$ cat config.mk
export PLATFORM = sky130hd
export DESIGN_NAME = fpu_addsub_seq
export DESIGN_NICKNAME = d
export VERILOG_FILES = /design/src/rtl/fpu_pkg.sv /design/src/rtl/fpu_lzc.sv /design/src/rtl/fpu_addsub_seq.sv
export SDC_FILE = /design/constraint.sdc
export NUM_CORES = 1
export LEC_CHECK = 0
export ABC_AREA = 1
export CAP_MARGIN = 15
export CORE_ASPECT_RATIO = 1.4
export CORE_MARGIN = 10
export CORE_UTILIZATION = 65
export CTS_BUF_LIST = sky130_fd_sc_hd__clkbuf_16
export DETAILED_ROUTE_END_ITERATION = 6
export PLACE_DENSITY = 0.87
export REMOVE_ABC_BUFFERS = 1
export SLEW_MARGIN = 5
export SYNTH_ARGS = -nofsm -noshare
export SYNTH_HDL_FRONTEND = slang
export SYNTH_SLANG_ARGS = --single-unit
$ cat constraint.sdc
create_clock -name Clock -period 12.96 [get_ports Clock]
set_input_delay 2.592 -clock Clock [delete_from_list [all_inputs] [get_ports Clock]]
set_output_delay 2.592 -clock Clock [all_outputs]
set_load 0.01 [all_outputs]
$ cat src/rtl/fpu_pkg.sv
// Shared types and constants for the sequential FP add/sub unit.
// Build option FPU_DIRECTED_ROUND_EN enables the three directed rounding modes.
package fpu_pkg;

   localparam int EXP_W  = 8;
   localparam int FRAC_W = 23;
   localparam int BIAS   = 127;

   localparam logic [31:0] QNAN       = 32'h7FC00000;
   localparam logic [31:0] POS_INF    = 32'h7F800000;
   localparam logic [31:0] MAX_FINITE = 32'h7F7FFFFF;

   localparam logic [1:0] SEL_ADD = 2'b00;
   localparam logic [1:0] SEL_SUB = 2'b01;

   localparam logic [1:0] RND_RNE = 2'b00;
   localparam logic [1:0] RND_RTZ = 2'b01;
   localparam logic [1:0] RND_RUP = 2'b10;
   localparam logic [1:0] RND_RDN = 2'b11;

   typedef enum logic [2:0] {
      S_IDLE,
      S_UNPACK,
      S_ALIGN,
      S_ADD,
      S_NORM,
      S_ROUND
   } state_e;

   // Saturated result when the exponent overflows, chosen by rounding direction.
   function automatic logic [31:0] ovf_word(input logic s, input logic [1:0] m);
      logic [31:0] w;
      unique case (m)
         RND_RTZ: w = {s, MAX_FINITE[30:0]};
         RND_RUP: w = s ? {1'b1, MAX_FINITE[30:0]} : POS_INF;
         RND_RDN: w = s ? {1'b1, POS_INF[30:0]} : MAX_FINITE;
         default: w = {s, POS_INF[30:0]};
      endcase
      return w;
   endfunction

endpackage

$ cat src/rtl/fpu_lzc.sv
// Combinational 28-bit leading-zero counter; all-zero input gives 28.
module fpu_lzc (
   input  logic [27:0] d_i,
   output logic [4:0]  cnt_o
);

   always_comb begin
      cnt_o = 5'd28;
      for (int i = 0; i < 28; i++) begin
         if (d_i[i]) cnt_o = 5'(27 - i);
      end
   end

endmodule

$ cat src/rtl/fpu_addsub_seq.sv
// Multi-cycle single-precision add/subtract, one stage per FSM state.
// FPU_DIRECTED_ROUND_EN: honour the round input; otherwise nearest-even only.
module fpu_addsub_seq
   import fpu_pkg::*;
#(
   parameter int LATENCY = 6
) (
   input  logic        Clock,
   input  logic        Reset,
   input  logic        start,
   input  logic [31:0] A,
   input  logic [31:0] B,
   input  logic [1:0]  Sel,
   input  logic [1:0]  round,
   output logic        busy,
   output logic        done,
   output logic [31:0] Y,
   output logic        Overflow,
   output logic        Error
);

   localparam int LAT = (LATENCY < 6) ? 6 : LATENCY;

   state_e      state_q;
   logic [7:0]  cnt_q;
   logic [31:0] a_q, b_q;
   logic [1:0]  sel_q, rnd_q;
   logic        sa_q, sb_q, err_q;
   logic [EXP_W-1:0]  ea_q, eb_q, ex_q;
   logic [FRAC_W:0]   ma_q, mb_q;
   logic        sx_q, sy_q;
   logic [26:0] mx_q, my_q;
   logic [27:0] sum_q;
   logic        sgn_q, zero_q;
   logic signed [9:0] es_q, ne_q;
   logic [26:0] nm_q;
   logic        busy_q, done_q, ovf_q, erro_q;
   logic [31:0] y_q;

`ifndef FPU_DIRECTED_ROUND_EN
   logic unused_round;
   assign unused_round = ^round;
`endif

   logic [EXP_W-1:0] ua_e, ub_e;
   logic [FRAC_W:0]  ua_m, ub_m;
   logic             ub_s, u_err;

   always_comb begin
      ua_e  = a_q[30:23];
      ub_e  = b_q[30:23];
      ua_m  = (ua_e == '0) ? '0 : {1'b1, a_q[22:0]};
      ub_m  = (ub_e == '0) ? '0 : {1'b1, b_q[22:0]};
      ub_s  = b_q[31] ^ (sel_q == SEL_SUB);
      u_err = (&ua_e) | (&ub_e) | sel_q[1];
   end

   logic             a_big, al_sx, al_sy;
   logic [EXP_W-1:0] al_ex, al_ey, al_d;
   logic [26:0]      al_mx, al_y, al_my;

   always_comb begin
      a_big = {ea_q, ma_q} >= {eb_q, mb_q};
      al_ex = a_big ? ea_q : eb_q;
      al_ey = a_big ? eb_q : ea_q;
      al_sx = a_big ? sa_q : sb_q;
      al_sy = a_big ? sb_q : sa_q;
      al_mx = {(a_big ? ma_q : mb_q), 3'b000};
      al_y  = {(a_big ? mb_q : ma_q), 3'b000};
      al_d  = al_ex - al_ey;
      // Bits shifted past the window survive only as sticky.
      if (al_d >= 8'd27) al_my = {26'd0, |al_y};
      else al_my = (al_y >> al_d)
                 | {26'd0, |(al_y & ((27'd1 << al_d) - 27'd1))};
   end

   logic [27:0] ad_sum;

   always_comb begin
      if (sx_q == sy_q) ad_sum = {1'b0, mx_q} + {1'b0, my_q};
      else ad_sum = {1'b0, mx_q} - {1'b0, my_q};
   end

   logic [4:0]        lz, nm_sh;
   logic [26:0]       nm_d;
   logic signed [9:0] ne_d;

   fpu_lzc u_lzc (
      .d_i   (sum_q),
      .cnt_o (lz)
   );

   always_comb begin
      nm_sh = lz - 5'd1;
      if (sum_q[27]) begin
         nm_d = sum_q[27:1] | {26'd0, sum_q[0]};
         ne_d = es_q + 10'sd1;
      end else begin
         nm_d = sum_q[26:0] << nm_sh;
         ne_d = es_q - $signed({5'd0, nm_sh});
      end
   end

   logic              g, rs, inc;
   logic [24:0]       rm;
   logic [FRAC_W-1:0] rf;
   logic signed [9:0] re;
   logic [31:0]       r_y;
   logic              r_ovf, r_err;

   always_comb begin
      g  = nm_q[2];
      rs = nm_q[1] | nm_q[0];
      unique case (rnd_q)
         RND_RTZ: inc = 1'b0;
         RND_RUP: inc = ~sgn_q & (g | rs);
         RND_RDN: inc = sgn_q & (g | rs);
         default: inc = g & (rs | nm_q[3]);
      endcase
      rm = {1'b0, nm_q[26:3]} + {24'd0, inc};
      if (rm[24]) begin
         rf = rm[23:1];
         re = ne_q + 10'sd1;
      end else begin
         rf = rm[22:0];
         re = ne_q;
      end
      r_y   = {sgn_q, re[7:0], rf};
      r_ovf = 1'b0;
      r_err = 1'b0;
      if (err_q) begin
         r_y   = QNAN;
         r_err = 1'b1;
      end else if (zero_q) begin
         r_y = {(rnd_q == RND_RDN), 31'd0};
      end else if (re <= 10'sd0) begin
         r_y = {sgn_q, 31'd0};
      end else if (re >= 10'(2 * BIAS + 1)) begin
         r_y   = ovf_word(sgn_q, rnd_q);
         r_ovf = 1'b1;
      end
   end

   always_ff @(posedge Clock or negedge Reset) begin
      if (!Reset) begin
         state_q <= S_IDLE;
         cnt_q   <= '0;
         a_q     <= '0;
         b_q     <= '0;
         sel_q   <= '0;
         rnd_q   <= RND_RNE;
         sa_q    <= 1'b0;
         sb_q    <= 1'b0;
         err_q   <= 1'b0;
         ea_q    <= '0;
         eb_q    <= '0;
         ma_q    <= '0;
         mb_q    <= '0;
         sx_q    <= 1'b0;
         sy_q    <= 1'b0;
         ex_q    <= '0;
         mx_q    <= '0;
         my_q    <= '0;
         sum_q   <= '0;
         sgn_q   <= 1'b0;
         es_q    <= '0;
         nm_q    <= '0;
         ne_q    <= '0;
         zero_q  <= 1'b0;
         busy_q  <= 1'b0;
         done_q  <= 1'b0;
         y_q     <= '0;
         ovf_q   <= 1'b0;
         erro_q  <= 1'b0;
      end else begin
         done_q <= 1'b0;
         if (busy_q) cnt_q <= cnt_q + 8'd1;
         unique case (state_q)
            S_IDLE: begin
               if (start) begin
                  a_q    <= A;
                  b_q    <= B;
                  sel_q  <= Sel;
`ifdef FPU_DIRECTED_ROUND_EN
                  rnd_q  <= round;
`else
                  rnd_q  <= RND_RNE;
`endif
                  cnt_q   <= '0;
                  busy_q  <= 1'b1;
                  state_q <= S_UNPACK;
               end
            end
            S_UNPACK: begin
               sa_q    <= a_q[31];
               sb_q    <= ub_s;
               ea_q    <= ua_e;
               eb_q    <= ub_e;
               ma_q    <= ua_m;
               mb_q    <= ub_m;
               err_q   <= u_err;
               state_q <= S_ALIGN;
            end
            S_ALIGN: begin
               sx_q    <= al_sx;
               sy_q    <= al_sy;
               ex_q    <= al_ex;
               mx_q    <= al_mx;
               my_q    <= al_my;
               state_q <= S_ADD;
            end
            S_ADD: begin
               sum_q   <= ad_sum;
               sgn_q   <= sx_q;
               es_q    <= $signed({2'b00, ex_q});
               state_q <= S_NORM;
            end
            S_NORM: begin
               nm_q    <= nm_d;
               ne_q    <= ne_d;
               zero_q  <= (sum_q == '0);
               state_q <= S_ROUND;
            end
            S_ROUND: begin
               // Dwell here until the fixed latency has elapsed.
               if (cnt_q == 8'(LAT - 1)) begin
                  y_q     <= r_y;
                  ovf_q   <= r_ovf;
                  erro_q  <= r_err;
                  done_q  <= 1'b1;
                  busy_q  <= 1'b0;
                  state_q <= S_IDLE;
               end
            end
            default: state_q <= S_IDLE;
         endcase
      end
   end

   assign busy     = busy_q;
   assign done     = done_q;
   assign Y        = y_q;
   assign Overflow = ovf_q;
   assign Error    = erro_q;

endmodule

==> out/qor.csv <==
stage,metric,value,unit
synth,top_reg_cell synth,dfrtp_1,
critical_path,CP Launch Type,register,
die,Rows,77,
critical_path,Crit path max-delay family,simple AND/OR/NAND/NOR gates,
critical_path,CP max FO,92,
synth,ys async rst share,100.0,%
die,Initial Util,65.44,%
finish,Synth-to-Final Area Change,11.58,%
worst_hold_path,hold path start,Y[19]$_DFFE_PN0P_,
route,Vias/cell,6.109,
power_and_ir_drop,Max rail drop VDD,0.1348,mV
finish,"commonest non-fill, non-tap cells in the layout","726 x nand2_1, 356 x inv_1, 327 x o21ai_0",
finish,# fillers,2439,
synth,register bit total from synthesis,316,
placement,post-DP HPWL,47220,um
synth,syn_area_per_cell,7.186,um^2
timing,unrepaired setup endpoints after global routing,false,
timing,Hold WS,0.4806,ns
critical_path,"slowest stage delay, CP",0.63,ns
clock_tree,setup bufs post-CTS,0,
critical_path,R2R Path Start,mb_q[7]$_DFFE_PN0P_,
clock_tree,"CTS clk-pin slew, worst paths",0.07,ns
critical_path,CP Data Arrival Time,6.64,ns
critical_path,CP Buf/Inv Count,5,
critical_path,WP data required,13.44,ns
clock_tree,CTS buffer count,31,
finish,Nets,3071,
finish,Final Cell Area,0.02293,mm^2
power_and_ir_drop,Leak,12.08,nW
critical_path,internal reg-to-reg setup slack,6.80,ns
clock_tree,# resized after CTS,0,
job,max_cap viols,0,
critical_path,critical path type,register to register,
die,# IOs,107,
global_routing,number of global-route vias before repair,20700,
clock_tree,Root Driver,clkbuf_16,
route,# DRC,0,
route,drt pass-1 iters,6,
clock_tree,hold buffer count at CTS,0,
die,die width,170.3,um
global_routing,global-route wire length before repair,103400,um
synth,Post-synth EDFFs,0,
placement,placed instance area,0.02187,mm^2
die,Core Footprint,0.03141,mm^2
die,chip height,230.4,um
route,Total Wirelength,64690,um
placement,final RePlAce weighted congestion,1.007,
clock_tree,number of H-tree levels,1,
synth,mapped cell area,0.02055,mm^2
finish,Multi-input gate area,0.01082,mm^2
timing,final slew viol count,0,
critical_path,worst setup path start,mb_q[7]$_DFFE_PN0P_,
finish,FF+latch area,0.007908,mm^2
route,initial drt markers,1635,
critical_path,Crit-path slowest cell,buf_4,
finish,share of cells above drive strength 1,5.019,%
finish,"most common cell after layout, fill and taps aside",nand2_1,
timing,final setup skew,0.01967,ns
global_routing,number of antenna violations at the first check in global routing,1,
synth,register area share after synthesis,38.48,%
clock_tree,Max clock buf depth,3,
timing,Fmax,162.4,MHz
global_routing,total gr overflow,0,
timing,post-route clock period utilization,47.52,%
synth,synth warn,0,
clock_tree,Sink Count,316,
power_and_ir_drop,power density cells,86.40,mW/mm^2
global_routing,largest net degree at the start of global routing,108,
placement,Port Buf Inserts,104,
synth,Synth cell types,60,
critical_path,element type at the critical path end,register,
worst_hold_path,Hold WC Path Type,register to register,
critical_path,Most common cell on crit path,nand2_1,
die,die area,0.03923,mm^2
status,status,"complete, no violations",
route,Routed Antenna Nets,0,
global_routing,Total GRT Usage,32.57,%
synth,Cells after Synth,2860,
clock_tree,Clock Latency Late Sink,0.59,ns
timing,max_slew headroom,25.40,%
clock_tree,CTS tree,built,
route,vias after detailed routing,20310,
timing,worst slew pin tran,1.118,ns
timing,fin crit period,6.159,ns
timing,final setup fails,0,
timing,TNS Setup,0,ns
timing,Fin. Hold Viols,0,
route,WL/cell,19.45,um
==> layout make-up <==
cell class                 count  share of cell area (%)
clock inverter                26                   1.239
clock buffer                  31                   3.383
antenna                        1                 0.01091
multi-input combinational   2053                   47.17
inverter                     371                   6.078
tap                          395                   2.155
sequential                   316                   34.48
timing repair buffer         132                   5.478
==> stage by stage <==
| stage | setup slack, ns | total power [mW] | instances | utilization (%) |
|---|---|---|---|---|
| floorplan | 5.089 | 1.005 | 2740 | - |
| global placement | 7.199 | 1.045 | 3267 | 69.63 |
| detailed placement | 7.125 | 1.046 | 3267 | 69.63 |
| CTS | 6.974 | 1.986 | 3324 | 73.01 |
| global route | 6.269 | 2.025 | 3325 | 73.01 |
| finish | 6.801 | 1.981 | 3325 | 73.01 |
==> synthesized netlist by cell type, drive strengths merged (7+ instances only) <==
cell type	count	area [um^2]
a21oi	114	581.8
a22oi	12	90.09
a31oi	10	62.56
buf	18	106.4
clkbuf	102	382.9
dfrtp	316	7908
ha	93	1164
inv	365	1370
mux2i	7	70.07
nand2	738	2800
nand3	228	1179
nand4	57	399.1
nor2	177	716.9
nor3	28	150.1
nor4	9	56.30
o2111ai	8	70.07
o211ai	11	87.58
o21ai	367	1841
o22ai	70	437.9
o31ai	11	82.58
xnor2	8	70.07
xor2	47	430.4
==> worst reg2reg max path, delay by kind of cell, from the launching register on <==
family,cells,cell delay [ns]
simple gates,23,3.19
buf+inv,5,1.51
fa+ha+maj,2,0.90
compound gates,1,0.07
flops,1,0.39
==> metal layers <==
layer	track usage, %	wire (um)	vias up
li1	-	-	9579
met2	58.57	33050	872
met3	3.792	3587	285
met4	25.75	5454	0
met1	33.54	22600	9577
met5	0	0	-
==> final timing paths <==
kind	to	cells past startpoint
setup / recovery	my_q[0]$_DFFE_PN0N_	31
hold / removal	Y[19]$_DFFE_PN0P_	2
setup reg to reg	my_q[0]$_DFFE_PN0N_	31
hold reg to reg	Y[19]$_DFFE_PN0P_	2
max in group asynchronous	my_q[13]$_DFFE_PN0N_	2
min in group asynchronous	ne_q[7]$_DFFE_PN0N_	1
==> sequential cells by signal, indices dropped and copies added (netlist names), 10 cells and up <==
name	flops
ne_q	10
b_q	32
Y	32
my_q	27
mb_q	24
sum_q	28
ma_q	24
nm_q	27
mx_q	24
a_q	32
==> power by group <==
part           internal [mW]  total (mW)  leakage [nW]  switching (mW)
clock network          0.554       0.954         0.543           0.400
logic                 0.0184      0.0407          8.41          0.0223
registers              0.986       0.986          3.13               0
==> kinds of logic (layout without fill, tap and decap cells) <==
kind of cell,Yosys count,count (layout),share of synthesized area (%)
and+or+nand+nor,1253,1253,26.33
AOI/OAI and AO/OA,643,643,17.41
buffers and inverters,491,560,9.156
DFF,316,316,38.48
adders and majority gates,95,95,5.857
xor gates and xnor gates,55,55,2.435
muxes,7,7,0.3409
other,0,1,0
No activity file was read; power rests on OpenSTA's default activity.
